$ cat src/rtl/mips_pkg.sv
// Purpose: shared constants and types for the ID-stage branch operand forwarding slice.
// Latency: n/a (types, constants and pure helper functions only).
// Backpressure: n/a.
// Contents: REG_ZERO, stall_state_t, per-hazard stall cycle counts, max2 helper.
package mips_pkg;

  // Register 0 is hard-wired to zero: it never creates a hazard and is never forwarded.
  localparam int REG_ZERO = 0;

  typedef enum logic {
    IDLE  = 1'b0,
    STALL = 1'b1
  } stall_state_t;

  // Total hold cycles required before the branch can safely read the operand.
  localparam logic [1:0] STALL_NONE     = 2'd0;
  localparam logic [1:0] STALL_LOAD_EX  = 2'd2;
  localparam logic [1:0] STALL_ALU_EX   = 2'd1;
  localparam logic [1:0] STALL_LOAD_MEM = 2'd1;

  function automatic logic [1:0] max2(input logic [1:0] a, input logic [1:0] b);
    return (a > b) ? a : b;
  endfunction

endpackage

$ cat src/rtl/forward_mux.sv
// Purpose: selects one branch comparator operand from MEM ALU result, WB data or register file.
// Latency: combinational, zero cycles.
// Backpressure: none; the consumer ignores the value while the stall FSM holds ID.
// Ports: src (operand register index), mem*/wb* later-stage writer info, regFileData, data (selected operand).
module forward_mux
  import mips_pkg::*;
#(
  parameter int DATA_W = 32,
  parameter int REG_W  = 5
) (
  input  logic [REG_W-1:0]  src,
  input  logic              memRegWrite,
  input  logic              memMemRead,
  input  logic [REG_W-1:0]  memWriteReg,
  input  logic [DATA_W-1:0] memAluResult,
  input  logic              wbRegWrite,
  input  logic [REG_W-1:0]  wbWriteReg,
  input  logic [DATA_W-1:0] wbWriteData,
  input  logic [DATA_W-1:0] regFileData,
  output logic [DATA_W-1:0] data
);

  logic srcNonZero;
  logic memHit;
  logic wbHit;

  assign srcNonZero = (src != REG_W'(REG_ZERO));

  // A load in MEM has no data yet (only its address), so it is never a forwarding source.
  assign memHit = memRegWrite && (memWriteReg == src) && srcNonZero && !memMemRead;
  assign wbHit  = wbRegWrite && (wbWriteReg == src) && srcNonZero;

  // MEM is the younger writer, so it wins over WB.
  always_comb begin
    data = regFileData;
    if (memHit) begin
      data = memAluResult;
    end else if (wbHit) begin
      data = wbWriteData;
    end
  end

endmodule

$ cat src/rtl/branch_operand_forward.sv
// Purpose: produces forwarded rs/rt operands for the ID branch comparator and stalls on branch data hazards.
// Latency: operands and first stall cycle are combinational; load-in-EX hazards hold one extra registered cycle.
// Backpressure: stallOutput/bubbleOutput hold PC and IF/ID and zero ID/EX control; STALL cycles ignore inputs.
// Ports: clock, reset (sync, active-high); ID branch info (idValid, idIsBranch, idUsesRt, idRs, idRt);
//        regFileRs/Rt; EX/MEM/WB writer info; dataRsOutput/dataRtOutput, stallOutput, bubbleOutput.
module branch_operand_forward
  import mips_pkg::*;
#(
  parameter int DATA_W = 32,
  parameter int REG_W  = 5
) (
  input  logic              clock,
  input  logic              reset,
  input  logic              idValid,
  input  logic              idIsBranch,
  input  logic              idUsesRt,
  input  logic [REG_W-1:0]  idRs,
  input  logic [REG_W-1:0]  idRt,
  input  logic [DATA_W-1:0] regFileRs,
  input  logic [DATA_W-1:0] regFileRt,
  input  logic              exRegWrite,
  input  logic              exMemRead,
  input  logic [REG_W-1:0]  exWriteReg,
  input  logic              memRegWrite,
  input  logic              memMemRead,
  input  logic [REG_W-1:0]  memWriteReg,
  input  logic [DATA_W-1:0] memAluResult,
  input  logic              wbRegWrite,
  input  logic [REG_W-1:0]  wbWriteReg,
  input  logic [DATA_W-1:0] wbWriteData,
  output logic [DATA_W-1:0] dataRsOutput,
  output logic [DATA_W-1:0] dataRtOutput,
  output logic              stallOutput,
  output logic              bubbleOutput
);

  stall_state_t state;
  logic [1:0]   count;

  logic [DATA_W-1:0] fwdRs;
  logic [DATA_W-1:0] fwdRt;
  logic [1:0]        needRs;
  logic [1:0]        needRt;
  logic [1:0]        need;
  logic              stall;

  forward_mux #(.DATA_W(DATA_W), .REG_W(REG_W)) u_fwd_rs (
    .src          (idRs),
    .memRegWrite  (memRegWrite),
    .memMemRead   (memMemRead),
    .memWriteReg  (memWriteReg),
    .memAluResult (memAluResult),
    .wbRegWrite   (wbRegWrite),
    .wbWriteReg   (wbWriteReg),
    .wbWriteData  (wbWriteData),
    .regFileData  (regFileRs),
    .data         (fwdRs)
  );

  forward_mux #(.DATA_W(DATA_W), .REG_W(REG_W)) u_fwd_rt (
    .src          (idRt),
    .memRegWrite  (memRegWrite),
    .memMemRead   (memMemRead),
    .memWriteReg  (memWriteReg),
    .memAluResult (memAluResult),
    .wbRegWrite   (wbRegWrite),
    .wbWriteReg   (wbWriteReg),
    .wbWriteData  (wbWriteData),
    .regFileData  (regFileRt),
    .data         (fwdRt)
  );

  // Hold cycles one source register needs against the writers still in EX and MEM.
  function automatic logic [1:0] hazard_need(input logic [REG_W-1:0] src);
    logic nonZero;
    logic exHit;
    logic memHit;
    nonZero = (src != REG_W'(REG_ZERO));
    exHit   = exRegWrite && (exWriteReg == src) && nonZero;
    memHit  = memRegWrite && (memWriteReg == src) && nonZero;
    if (exHit && exMemRead) begin
      return STALL_LOAD_EX;
    end else if (exHit) begin
      return STALL_ALU_EX;
    end else if (memHit && memMemRead) begin
      return STALL_LOAD_MEM;
    end
    return STALL_NONE;
  endfunction

  always_comb begin
    needRs = hazard_need(idRs);
    needRt = idUsesRt ? hazard_need(idRt) : STALL_NONE;
    need   = STALL_NONE;
    // Hazards are only evaluated in IDLE; STALL runs off the pre-loaded count.
    if ((state == IDLE) && idValid && idIsBranch) begin
      need = max2(needRs, needRt);
    end
  end

  always_ff @(posedge clock) begin
    if (reset) begin
      state <= IDLE;
      count <= 2'd0;
    end else begin
      case (state)
        IDLE: begin
          // The IDLE cycle itself is the first hold cycle; STALL covers the rest.
          if (need > 2'd1) begin
            state <= STALL;
            count <= need - 2'd1;
          end
        end
        STALL: begin
          if (count <= 2'd1) begin
            state <= IDLE;
            count <= 2'd0;
          end else begin
            count <= count - 2'd1;
          end
        end
        default: begin
          state <= IDLE;
          count <= 2'd0;
        end
      endcase
    end
  end

  assign stall = (state == STALL) || (need != STALL_NONE);

  assign stallOutput  = !reset && stall;
  assign bubbleOutput = !reset && stall;
  assign dataRsOutput = reset ? '0 : fwdRs;
  assign dataRtOutput = reset ? '0 : fwdRt;

endmodule

$ cat config.mk
export PLATFORM = sky130hd
export DESIGN_NAME = branch_operand_forward
export DESIGN_NICKNAME = d
export VERILOG_FILES = /design/src/rtl/mips_pkg.sv /design/src/rtl/forward_mux.sv /design/src/rtl/branch_operand_forward.sv
export SDC_FILE = /design/constraint.sdc
export NUM_CORES = 1
export LEC_CHECK = 0
export ABC_AREA = 1
export CAP_MARGIN = 10
export CORE_AREA = 2 2 90 92
export DETAILED_ROUTE_END_ITERATION = 7
export DIE_AREA = 0 0 92 94
export PLACE_DENSITY = 0.86
export SYNTH_ARGS = -nofsm -noshare
export SYNTH_HDL_FRONTEND = slang
export SYNTH_SLANG_ARGS = --single-unit
$ cat constraint.sdc
create_clock -name clock -period 3.6 [get_ports clock]
set_clock_uncertainty 0.05 [all_clocks]
set_input_delay 0.36 -clock clock [delete_from_list [all_inputs] [get_ports clock]]
set_output_delay 0.36 -clock clock [all_outputs]
set_load 0.005 [all_outputs]
==> flow_summary.rst <==
.. list-table::
   :header-rows: 1

   * - Metric
     - Value
   * - Skew-Pair Late Insertion Delay
     - 0.22 ns
   * - Worst slew slack as a fraction of its limit
     - 0.7761
   * - Clock input transition at the sequential cells of the worst setup and hold paths
     - 0.03 ns
   * - Crit path cell chain
     - clkdlybuf4s50_1 -> inv_1 -> nand2_1 -> nand3_1 -> nor2_2 -> nand3_1 -> nand2_1 -> inv_1 -> nand2_1 -> inv_1 -> ha_1 -> a22oi_2 -> inv_1 -> nand2_1 -> nand2_1 -> a21oi_2 -> clkdlybuf4s50_1
   * - Routed wirelength normalized by instance count
     - between 15 and 20 um
   * - Pin count of the biggest net entering global routing
     - 43
   * - Starting density of the core
     - 0.3038
   * - Synthesized area per cell
     - 5.158 um2
   * - Flip-flop cell with the highest count after synthesis
     - dfxtp_1
   * - Top cells by instance count after synthesis
     - nand2_1 (119), nand3_1 (74), o21ai_0 (67), a31oi_1 (64), inv_1 (28)
   * - Maxcap violations
     - 0
   * - Critical path required time
     - ~3.2 ns
   * - Routed vias
     - about 4200
   * - Mapped Nets
     - 614
   * - # port buffers
     - around 230
   * - Overall die height
     - 94 um
   * - Detailed Place HPWL
     - slightly below 10000 um
   * - Register bit total from synthesis
     - 3
   * - Total wirelength of the detailed-routed design
     - 12220 um
   * - Ports placed on the boundary
     - about 230
   * - Most Frequent Cell on Critical Path
     - nand2_1
   * - Critical Path AT
     - about 3.0 ns
   * - Switching power
     - 226.3 uW
   * - Max Fanout on Critical Path
     - 3
   * - First-pass GRT wire length
     - between 15000 and 20000 um
   * - Post-synthesis to final-layout area growth
     - 107.3%
   * - TritonCTS Sinks
     - 3
   * - Syn Inst Count
     - approximately 450
   * - Number of distinct library cells after synthesis
     - 27
   * - Cell row count
     - 32
   * - Post-detailed-placement cell area
     - roughly 0.0047 mm2
   * - Post-Route Utilization
     - 0.6296
   * - Post-route clock period utilization
     - 0.9490
   * - # fillers
     - 674
   * - Critical path capture point type
     - output port
   * - Antenna-violating nets left
     - 0
   * - Clock tree from TritonCTS
     - built
   * - Max stage delay cell, worst path
     - clkdlybuf4s50_1
   * - Min Tclk post-route
     - about 3.4 ns
   * - Upper clock frequency limit
     - between 200 and 300 MHz
   * - Cts bufs inserted
     - 3
   * - Power Density
     - 132.2 mW/mm2
   * - Kind of critical path
     - in -> out
   * - Number of antenna violations at the first check in global routing
     - 0
   * - Area inside the core boundary
     - approximately 0.0076 mm2
   * - Result of the run
     - complete, no violations
   * - Compound-Gate Fraction of Synth Area
     - 0.3579
   * - Final setup viols
     - 0
   * - DRC viols
     - 0
   * - CP peak stage delay
     - about 0.54 ns
   * - Area share of the leading cell type in the synthesized netlist
     - 0.1933
   * - Most common cell in the synthesized netlist
     - nand2_1
   * - Worst slew pin tran
     - between 0.3 and 0.4 ns
   * - Share of async-settable or async-resettable flops after synthesis
     - 0
   * - Number of buffers on the longest clock path
     - 2
   * - Main area contributors after synthesis
     - nand2_1 (19%), a31oi_1 (17%), nand3_1 (16%)
   * - Lkg Pwr
     - roughly 2 nW
   * - Design Area, Final
     - about 0.0048 mm2
   * - Via count of the first global-routing pass
     - 3954
   * - Logic pwr share
     - 0.792
   * - Congestion Overflow GR
     - 0
   * - Layout net count
     - 830
   * - Highest ir drop seen on vdd
     - about 0.11 mV
   * - Share of cell area taken by muxes after synthesis
     - 0
   * - Cell area after synthesis
     - between 0.002 and 0.0025 mm2
   * - Max-slew violation count
     - 0
   * - Part of the power in the clock network
     - 0.155
   * - Full die area
     - a little under 0.009 mm2
   * - Vias per inst
     - roughly 5.5
   * - Number of antenna cells inserted
     - 0
   * - Sequential share of power
     - 0.053
   * - Die W
     - about 92 um
   * - PnR Total Power
     - 633.4 uW
   * - H-tree depth
     - 1
   * - Post-Synth Adder-Cell Area
     - 0.01624
   * - Combinational family with the most area after synthesis
     - simple AND/OR/NAND/NOR gates
   * - Ratio of cells with drive above 1 in the final layout
     - 0.06938
   * - Number of DRC markers in iteration 0
     - roughly 270
   * - Library cell with the largest summed area after synthesis
     - nand2_1
   * - Post-Synth Simple-Gate Area
     - 0.4185
   * - Buf+Inv Stages, Crit Path
     - 6
   * - GPL Wtd Cong
     - between 0.8 and 0.9
   * - Internal power
     - between 400 and 500 uW
   * - Post-synth EDFFs
     - 0
   * - Part of the Yosys area used for sequential elements
     - 0.02599
   * - Combined global-route utilization of all metal layers
     - 0.2639
   * - Switching Fraction
     - 0.3573
   * - Yosys synthesis warning count
     - 0
   * - Worst Setup Start Kind
     - input pin
   * - Worst Hold Class
     - reg -> reg
   * - Post-synthesis xor/xnor area fraction
     - 0.04169
   * - Initial DRT Pass Iterations
     - 5
   * - Final hold violation count
     - 0
   * - Root buffer cell
     - clkbuf_8
   * - Kind of cell with the highest combined delay on the critical path
     - buffers and inverters
[routing by layer]
layer | track usage | up-vias | routed length (um)
li1 | - | 2011 | -
met2 | 0.5080 | 239 | 6255
met5 | 0 | - | 0
met4 | 0.05224 | 0 | 146
met3 | 0.03692 | 14 | 1108
met1 | 0.3101 | 1932 | 4710
[worst register-to-register path, delay by kind of cell (launching register included)]
family / cells / cell delay (ns)
simple gates: 3 / 0.49
flops: 1 / 0.32
compound gates: 2 / 0.30
[final timing paths]
check,startpoint,endpoint,cells after the start,slack [ns]
max,exWriteReg[0],stallOutput,17,0.18
min reg2reg,count[1],state,2,0.45
max reg2reg,state,count[0],5,2.33
min,count[1],state,2,0.45
[per-stage QoR]
step / instances / hold slack [ns] / setup TNS [ns] / worst slack [ns]
after global placement: 760 / 0.4326 / 0 / 0.09220
after global routing: 765 / 0.4759 / -0.01283 / -0.007571
after CTS: 764 / 0.4501 / 0 / 0.05032
after floorplan: 448 / 0.3791 / 0 / 1.254
after detailed placement: 760 / 0.4459 / -0.04464 / -0.02792
final: 765 / 0.4484 / 0 / 0.1837
[cell families (layout without fill, tap and decap cells)]
logic type,count (synthesis),after routing
AO/OA/AOI/OAI,145,145
XOR/XNOR,11,11
adder cells (fa/ha/maj),3,3
buffers and inverters,70,285
flip-flops,3,3
AND/OR/NAND/NOR,216,216
[final cells by class]
class / instances / area (um2) / area share
inverter: 32 / 120.1 / 0.02508
clock buffer: 4 / 45.04 / 0.009404
tap: 102 / 127.6 / 0.02665
multi-input combinational: 375 / 1979 / 0.4133
sequential: 3 / 60.06 / 0.01254
timing repair buffer: 249 / 2457 / 0.5131
[registers in the layout, summed over array words and instances (netlist names)]
| register | count |
|---|---|
| count | 2 |
| state | 1 |
[cell usage in the layout, fill, tap and decap left out, types with 2 or more instances in the layout]
cell             instances
o21ai_0                 67
nand2_2                  2
nand2_1                119
dfxtp_1                  3
xor2_1                   6
o21ai_1                  2
inv_1                   28
nand3_1                 74
inv_2                    4
clkbuf_8                 3
ha_1                     3
dlymetal6s2s_1           7
a211oi_4                 2
xnor2_1                  5
a31oi_1                 64
buf_4                   21
clkdlybuf4s50_1        221
nor2_1                   6
nor2_4                   2
nand4_1                  2
nor2_2                   6
nand3_2                  2
nor4_4                   2
a21oi_1                  6
[power groups by stage]
stage | clock network, mW | registers (mW) | logic [mW]
after floorplan | 0 | 0.0342 | 0.164
after global placement | 0 | 0.0342 | 0.489
after detailed placement | 0 | 0.0342 | 0.494
after CTS | 0.0995 | 0.0338 | 0.497
after global routing | 0.103 | 0.0337 | 0.542
final | 0.0981 | 0.0338 | 0.502
[repair_timing]
item | 4_1_cts | 5_1_grt
hold buffers | 0 | 0
gates resized for setup | 2 | 16
endpoints found under the setup margin | 2 | 2
pin swaps | 0 | 3
cloned | 0 | 0
buffers inserted | 0 | 1
Power figures use the tool's default switching activity.
